--- src/rtl/arb_output_stage_if.sv ---
// Consumer-side handshake of arb_output_stage.
//   out_valid : head entry valid
//   out_ready : consumer accepts head when out_valid && out_ready
//   out_data  : head entry data word
//   out_tag   : binary index of the FIFO that supplied the head entry
// master drives valid/data/tag (the stage); slave drives ready (the consumer).
interface arb_output_stage_if #(
  parameter int unsigned WIDTH    = 8,
  parameter int unsigned TAGWIDTH = 2
);
  logic                out_valid;
  logic                out_ready;
  logic [WIDTH-1:0]    out_data;
  logic [TAGWIDTH-1:0] out_tag;

  modport master (
    output out_valid,
    output out_data,
    output out_tag,
    input  out_ready
  );

  modport slave (
    input  out_valid,
    input  out_data,
    input  out_tag,
    output out_ready
  );
endinterface

--- src/rtl/arb_output_stage.sv ---
// Output stage of the arbitrated FIFO bank.
// Captures the word popped on each one-hot grant together with the encoded grant index, keeps
// them in a 2-entry in-order buffer and presents the head over out_if (valid/ready). Requests to
// the arbiter are masked while the buffer is full. Illegal grants set a sticky error flag.
// Ports:
//   clk, rst_n : clock, asynchronous active-low reset
//   reqs_in    : raw per-source requests
//   reqs_out   : requests forwarded to the arbiter, masked when the buffer is full
//   gnt        : arbiter grant (one-hot or zero), data_in valid when non-zero
//   data_in    : arbiter mux output
//   count      : buffer occupancy 0..2
//   gnt_err    : sticky protocol error (multi-bit grant, or grant while full)
//   out_if     : head entry handshake (master side)
module arb_output_stage #(
  parameter int unsigned NUM_FIFOS = 4,
  parameter int unsigned WIDTH     = 8,
  parameter int unsigned TAGWIDTH  = (NUM_FIFOS > 1) ? $clog2(NUM_FIFOS) : 1
) (
  input  logic                 clk,
  input  logic                 rst_n,
  input  logic [NUM_FIFOS-1:0] reqs_in,
  output logic [NUM_FIFOS-1:0] reqs_out,
  input  logic [NUM_FIFOS-1:0] gnt,
  input  logic [WIDTH-1:0]     data_in,
  output logic [1:0]           count,
  output logic                 gnt_err,
  arb_output_stage_if.master   out_if
);

  logic [1:0]          count_q, count_d;
  logic                valid_q, valid_d;
  logic                err_q, err_d;
  logic [WIDTH-1:0]    head_data_q, head_data_d, tail_data_q, tail_data_d;
  logic [TAGWIDTH-1:0] head_tag_q, head_tag_d, tail_tag_q, tail_tag_d;

  logic                space;
  logic                gnt_any;
  logic                gnt_onehot;
  logic [TAGWIDTH-1:0] gnt_tag;
  logic                push;
  logic                pop;

  // Uses only the registered count so neither gnt nor out_ready reaches reqs_out.
  assign space    = (count_q < 2'd2);
  assign reqs_out = reqs_in & {NUM_FIFOS{space}};

  assign gnt_any    = (gnt != '0);
  assign gnt_onehot = gnt_any && ((gnt & (gnt - NUM_FIFOS'(1))) == '0);
  assign push       = gnt_onehot && space;
  assign pop        = valid_q && out_if.out_ready;

  always_comb begin
    gnt_tag = '0;
    for (int unsigned i = 0; i < NUM_FIFOS; i++) begin
      if (gnt[i]) gnt_tag = TAGWIDTH'(i);
    end
  end

  always_comb begin
    count_d     = count_q;
    head_data_d = head_data_q;
    head_tag_d  = head_tag_q;
    tail_data_d = tail_data_q;
    tail_tag_d  = tail_tag_q;
    case (count_q)
      2'd0: begin
        if (push) begin
          head_data_d = data_in;
          head_tag_d  = gnt_tag;
          count_d     = 2'd1;
        end
      end
      2'd1: begin
        if (push && pop) begin
          // Head leaves and the new word takes its place in the same cycle.
          head_data_d = data_in;
          head_tag_d  = gnt_tag;
        end else if (push) begin
          tail_data_d = data_in;
          tail_tag_d  = gnt_tag;
          count_d     = 2'd2;
        end else if (pop) begin
          // Head register keeps its last value while empty.
          count_d = 2'd0;
        end
      end
      2'd2: begin
        if (pop) begin
          head_data_d = tail_data_q;
          head_tag_d  = tail_tag_q;
          count_d     = 2'd1;
        end
      end
      default: count_d = 2'd0;
    endcase
    valid_d = (count_d != 2'd0);
    err_d   = err_q || (gnt_any && (!gnt_onehot || !space));
  end

  always_ff @(posedge clk or negedge rst_n) begin
    if (!rst_n) begin
      count_q     <= 2'd0;
      valid_q     <= 1'b0;
      err_q       <= 1'b0;
      head_data_q <= '0;
      head_tag_q  <= '0;
      tail_data_q <= '0;
      tail_tag_q  <= '0;
    end else begin
      count_q     <= count_d;
      valid_q     <= valid_d;
      err_q       <= err_d;
      head_data_q <= head_data_d;
      head_tag_q  <= head_tag_d;
      tail_data_q <= tail_data_d;
      tail_tag_q  <= tail_tag_d;
    end
  end

  assign count            = count_q;
  assign gnt_err          = err_q;
  assign out_if.out_valid = valid_q;
  assign out_if.out_data  = head_data_q;
  assign out_if.out_tag   = head_tag_q;

endmodule

--- src/flat_wrapper.sv ---
// flat-port wrapper written by rule: the top's interface ports become plain ports
module arb_output_stage_flat 
#(
  parameter int unsigned NUM_FIFOS = 4,
  parameter int unsigned WIDTH     = 8,
  parameter int unsigned TAGWIDTH  = (NUM_FIFOS > 1) ? $clog2(NUM_FIFOS) : 1
)
  (clk, rst_n, reqs_in, reqs_out, gnt, data_in, count, gnt_err, out_if_out_valid, out_if_out_data, out_if_out_tag, out_if_out_ready);
  arb_output_stage_if #(.WIDTH(WIDTH), .TAGWIDTH(TAGWIDTH)) out_if_i ();
  input  logic clk;
  input  logic rst_n;
  input  logic [NUM_FIFOS-1:0] reqs_in;
  output logic [NUM_FIFOS-1:0] reqs_out;
  input  logic [NUM_FIFOS-1:0] gnt;
  input  logic [WIDTH-1:0] data_in;
  output logic [1:0] count;
  output logic gnt_err;
  output wire logic [$bits(out_if_i.out_valid)-1:0] out_if_out_valid;
  output wire logic [$bits(out_if_i.out_data)-1:0] out_if_out_data;
  output wire logic [$bits(out_if_i.out_tag)-1:0] out_if_out_tag;
  input wire logic [$bits(out_if_i.out_ready)-1:0] out_if_out_ready;
  assign out_if_out_valid = out_if_i.out_valid;
  assign out_if_out_data = out_if_i.out_data;
  assign out_if_out_tag = out_if_i.out_tag;
  assign out_if_i.out_ready = out_if_out_ready;
  arb_output_stage #(.NUM_FIFOS(NUM_FIFOS), .WIDTH(WIDTH), .TAGWIDTH(TAGWIDTH)) u_core (.clk(clk), .rst_n(rst_n), .reqs_in(reqs_in), .reqs_out(reqs_out), .gnt(gnt), .data_in(data_in), .count(count), .gnt_err(gnt_err), .out_if(out_if_i));
endmodule
--- config.mk ---
export PLATFORM = sky130hd
export DESIGN_NAME = arb_output_stage_flat
export DESIGN_NICKNAME = d
export VERILOG_FILES = /design/src/rtl/arb_output_stage_if.sv /design/src/rtl/arb_output_stage.sv /design/src/flat_wrapper.sv
export SDC_FILE = /design/constraint.sdc
export NUM_CORES = 1
export LEC_CHECK = 0
export CORE_UTILIZATION = 30
export DETAILED_ROUTE_END_ITERATION = 12
export GPL_TIMING_DRIVEN = 0
export HOLD_SLACK_MARGIN = 0.02
export PLACE_DENSITY_LB_ADDON = 0.3
export SKIP_LAST_GASP = 1
export SLEW_MARGIN = 20
export SYNTH_ARGS = -nofsm -noshare
export SYNTH_HDL_FRONTEND = slang
export SYNTH_SLANG_ARGS = --single-unit
--- constraint.sdc ---
create_clock -name clk -period 2 [get_ports clk]
set_input_delay 0.4 -clock clk [delete_from_list [all_inputs] [get_ports clk]]
set_output_delay 0.4 -clock clk [all_outputs]
set_load 0.05 [all_outputs]
Word-level counts from Yosys, hierarchy flattened
Index checks and enable logic that the tools add are counted.
{"block": "totals", "regBits": 24}
{"block": "classes", "n_addsub": 1, "order_cmp": 1, "eq_ne": 5, "muxes": 17, "n_bitwise": 3, "reduce_logical": 16}
{"operator": "$mux W8", "n": 3}
{"operator": "$pmux W8 S3", "n": 1}
{"operator": "$mux W2", "n": 10}
{"operator": "$pmux W2 S3", "n": 2}
{"operator": "$and A4 B4 Y4", "n": 2}
{"operator": "$ne A2 B1 Y1 const B", "n": 3}
{"operator": "$logic_and A1 B1 Y1", "n": 5}
{"operator": "$logic_not A4 Y1", "n": 1}
{"operator": "$reduce_and A4 Y1", "n": 1}
{"operator": "$reduce_bool A4 Y1", "n": 1}
{"operator": "$sub A4 B1 Y4 const B", "n": 1}
{"operator": "$reduce_and A3 Y1", "n": 1}
{"operator": "$reduce_bool A3 Y1", "n": 1}
{"operator": "$eq A2 B1 Y1 const B", "n": 1}
{"operator": "$eq A2 B2 Y1 const B", "n": 1}
{"operator": "$logic_not A1 Y1", "n": 2}
{"operator": "$logic_not A2 Y1", "n": 1}
{"operator": "$logic_or A1 B1 Y1", "n": 2}
{"operator": "$lt A2 B2 Y1 const B", "n": 1}
{"operator": "$reduce_bool A2 Y1", "n": 1}
{"operator": "$mux W1", "n": 1}
{"operator": "$not A1 Y1", "n": 1}

Longest topological paths before layout
{"block": "logic_depth", "depth_word": 9, "depth_mapped": 5}

Worst setup path after synthesis
No wires, ideal clock.
{"block": "synth_path", "kind": "reg-to-reg", "start": "reg u_core.count_q[0], in the netlist u_core.count[0]", "end": "reg u_core.head_data_q[0], in the netlist u_core.out_if.out_data[0]", "t_arrival_ns": 1.926, "required_time_ns": 1.875, "path_slack_ns": -0.051, "path_stages_with_launch": 5, "n_path_buf": 0, "period_less_slack_ns": 2.051, "cell_sequence": "dfrtp_1 a21boi_0 o21ai_0 o21ai_4 mux2_2"}
{"block": "synth_via", "elab_chain_cells": 5}
{"item": "start: declaration", "line": "arb_output_stage.sv:30", "rtl": "logic [1:0] count_q, count_d;"}
{"item": "start signal: assignment", "line": "arb_output_stage.sv:110", "rtl": "count_q <= count_d;"}
{"item": "$lt A2 B2 Y1", "line": "arb_output_stage.sv:44", "rtl": "assign space = (count_q < 2'd2);"}
{"item": "$logic_and A1 B1 Y1", "line": "arb_output_stage.sv:49", "rtl": "assign push = gnt_onehot && space;"}
{"item": "$logic_and A1 B1 Y1", "line": "arb_output_stage.sv:74", "rtl": "if (push && pop) begin"}
{"item": "$ne A2 B1 Y1 (no line)"}
{"item": "$reduce_and A4 Y1 (no line)"}
{"item": "end signal: assignment", "line": "arb_output_stage.sv:113", "rtl": "head_data_q <= head_data_d;"}
{"item": "end: declaration", "line": "arb_output_stage.sv:33", "rtl": "logic [WIDTH-1:0] head_data_q, head_data_d, tail_data_q, tail_data_d;"}
Several ways; a longest one is shown, not always the timed one.
A chain may end at the register's enable or synchronous reset.

Worst setup path after layout
{"block": "layout_path", "start": "reg u_core.count_q[0], in the netlist u_core.count[0]", "end": "out count[0]"}
{"item": "end: declaration", "line": "flat_wrapper.sv:16", "rtl": "output logic [1:0] count;"}
No word-level cell between the ends.

==> flow_metrics.env <==
export IMPL_cts_hold_buf=0
export IMPL_ys_warn_count=0
export IMPL_die_area_um2=4351
export IMPL_num_vias=846
export IMPL_start_util=0.3231
export IMPL_leakage_nw=0.7825
export IMPL_remaining_drc_errors=0
export IMPL_final_min_clock_period_ns=1.902
export IMPL_drv_cap=0
export IMPL_mostFrequentLayoutCell="clkdlybuf4s50_1"
export IMPL_p_per_area_nw_per_um2=1569
export IMPL_rsz0062_at_grt="false"
export IMPL_dieHeight_um=65.97
export IMPL_ys_types=28
export IMPL_detailed_place_hpwl_um=1785
export IMPL_path_class="reg -> out"
export IMPL_skew_ns=0.0006183
export IMPL_synthCells=89
export IMPL_vdd_drop_max_mv=0.7905
export IMPL_path_cells="clkdlybuf4s50_1"
export IMPL_gp_congestion=0.6393
export IMPL_layout_common_cells="clkdlybuf4s50_1 (26), dfrtp_1 (24), mux2_2 (17)"
export IMPL_ys_ff_latch=24
export IMPL_finalCritPeriodShare=0.9511
export IMPL_port_buffers=36
export IMPL_synth_area_um2=1227
export IMPL_required_ns=1.60
export IMPL_routed_via_density=4.780
export IMPL_slew_headroom=0.6117
export IMPL_syn_nets=108
export IMPL_first_global_vias=934
export IMPL_maxSlewViolCount=0
export IMPL_clkLatencyLatePin_ns=0.26
export IMPL_clock_sinks=24
export IMPL_fmax_mhz=525.7
export IMPL_hold_viol_final=0
export IMPL_rows=22
export IMPL_grt_overflow_total=0
export IMPL_final_cells=177
export IMPL_track_usage=0.1255
export IMPL_clockBufferDepth=2
export IMPL_outcome="complete, no violations"
export IMPL_max_stage_delay_ns=0.83
export IMPL_worstMarginPinSlew_ns=0.5824
export IMPL_diodes=0
export IMPL_drive_gt1_frac=0.3256
export IMPL_cts_reportedPaths_clkPinSlew_ns=0.08
export IMPL_cts_tree="built"
export IMPL_crit_family="buffers and inverters"
export IMPL_seqCellArea_um2=600.6
export IMPL_drt_iter0_markers=7
export IMPL_antenna_found_initial=0
export IMPL_core_um2=3799
export IMPL_cts_htree_levels=1
export IMPL_final_setup_tns_ns=0
export IMPL_dp_cells=173
export IMPL_grt_max_degree=25
export IMPL_cp_num_buf_inv=1
export IMPL_wl_per_cell_um=13.77
export IMPL_drtPass1Iterations=4
export IMPL_num_fill_cells=357
export IMPL_syn_avg_cell_area_um2=13.79
export IMPL_slowest_stage="clkdlybuf4s50_1"
export IMPL_cts_buffers=3
export IMPL_die_w_um=65.97
export IMPL_wl_um=2437
export IMPL_startpoint_type="flop"
export IMPL_hold_class="in -> async"
export IMPL_critPathMaxFanout=6
export IMPL_r2r_slack_ns=0.11
export IMPL_crit_path_end_kind="primary output"
export IMPL_top_level_ports=37
export IMPL_multi_input_area_um2=600.6
export IMPL_crit_arrival_ns=1.50
export IMPL_grt_pass1_wl_um=4215
export IMPL_seq_area_frac_synth=0.4893
export IMPL_antenna_left=0
export IMPL_ctsRootBufferMaster="clkbuf_8"
export IMPL_synthToLayoutAreaGrowth_pct=37.41
export IMPL_nets=149
export IMPL_setup_viol=0
==> cell families (layout without fill, tap and decap cells) <==
| kind of cell | count (synthesis) | after routing | share of synthesized area |
|---|---|---|---|
| buf+inv | 6 | 46 | 0.02446 |
| mux | 29 | 29 | 0.2905 |
| simple gates | 17 | 17 | 0.1009 |
| fa+ha+maj | 1 | 1 | 0.008155 |
| xor+xnor | 1 | 1 | 0.007137 |
| compound gates | 11 | 11 | 0.07952 |
| flops | 24 | 24 | 0.4893 |
==> layer usage <==
layer,GRT usage,share of wire
met1,0.1485,0.44
met2,0.2219,0.50
met3,0.04138,0.051
met4,0.02128,0.0041
met5,0,0
==> path summary, 6_finish.rpt <==
kind                                           start                        end  cells past startpoint
setup reg to reg                     u_core.count[1]  u_core.out_if.out_data[4]                      4
hold reg to reg            u_core.out_if.out_data[3]  u_core.out_if.out_data[3]                      1
hold / removal                                 rst_n  u_core.out_if.out_data[5]                      1
min in group clk           u_core.out_if.out_data[3]  u_core.out_if.out_data[3]                      1
max in group asynchronous                      rst_n      u_core.tail_data_q[3]                      1
setup / recovery                     u_core.count[0]                   count[0]                      1
==> report_power, final <==
group	internal (mW)	leakage, nW	switching [mW]
registers	0.720	0.279	0.146
clock network	0.176	0.0288	0.152
logic	0.626	0.475	0.827
==> registers in the layout, summed over array words and instances, names as in the netlist <==
| signal | cells |
|---|---|
| u_core.tail_data_q | 8 |
| u_core.out_if.out_data | 8 |
| u_core.count | 2 |
| u_core.out_if.out_valid | 1 |
| u_core.out_if.out_tag | 2 |
| u_core.tail_tag_q | 2 |
| u_core.gnt_err | 1 |
==> cells in the mapped netlist <==
library cell	count	area, um2
mux2_4	9	135.1
nor2_1	3	11.26
or4b_4	1	13.76
o21ai_4	1	16.27
dfrtp_1	24	600.6
o21ai_0	2	10.01
a21oi_1	3	15.01
maj3_1	1	10.01
clkbuf_1	1	3.750
or3_1	1	6.260
and2_1	1	6.260
buf_6	1	11.26
mux2i_1	3	30.03
inv_1	3	11.26
a22oi_1	1	7.510
a21o_1	1	7.510
nand3b_4	1	20.02
mux2_2	17	191.4
o311ai_4	1	26.28
buf_1	1	3.750
nand2b_1	1	6.260
or4b_1	1	10.01
nor3_1	2	10.01
xnor2_1	1	8.760
a21boi_0	1	7.510
a211oi_1	1	7.510
nand3b_1	2	15.01
nor2b_1	4	25.02
==> per-stage QoR <==
| stage | hold slack, ns | power (mW) | worst slack (ns) | instance area (um2) | utilization |
|---|---|---|---|---|---|
| 2_1_floorplan | 0.1044 | 1.893 | 0.01400 | 1227 | - |
| 3_3_place_gp | 0.4897 | 2.315 | -0.3750 | 1648 | 0.4338 |
| 3_5_place_dp | 0.4932 | 2.347 | -0.4237 | 1648 | 0.4338 |
| 4_1_cts | 0.5143 | 2.676 | -0.00008904 | 1704 | 0.4486 |
| 5_1_grt | 0.1418 | 2.785 | 0.004968 | 1687 | 0.4440 |
| 6_report | 0.1025 | 2.647 | 0.09772 | 1687 | 0.4440 |
==> repair_timing <==
item,in CTS,in global routing
endpoints found under the setup margin,22,4
buffers inserted,0,0
resized for setup,15,4
==> cell type report <==
cell class	instances	share of cell area
clock buffers	4	0.03264
multi-input cells	59	0.3561
inverters	3	0.006677
repair buffers	36	0.2010
plain buffers	3	0.01187
well taps	48	0.03561
flip-flops and latches	24	0.3561
No activity file was read; power rests on OpenSTA's default activity.
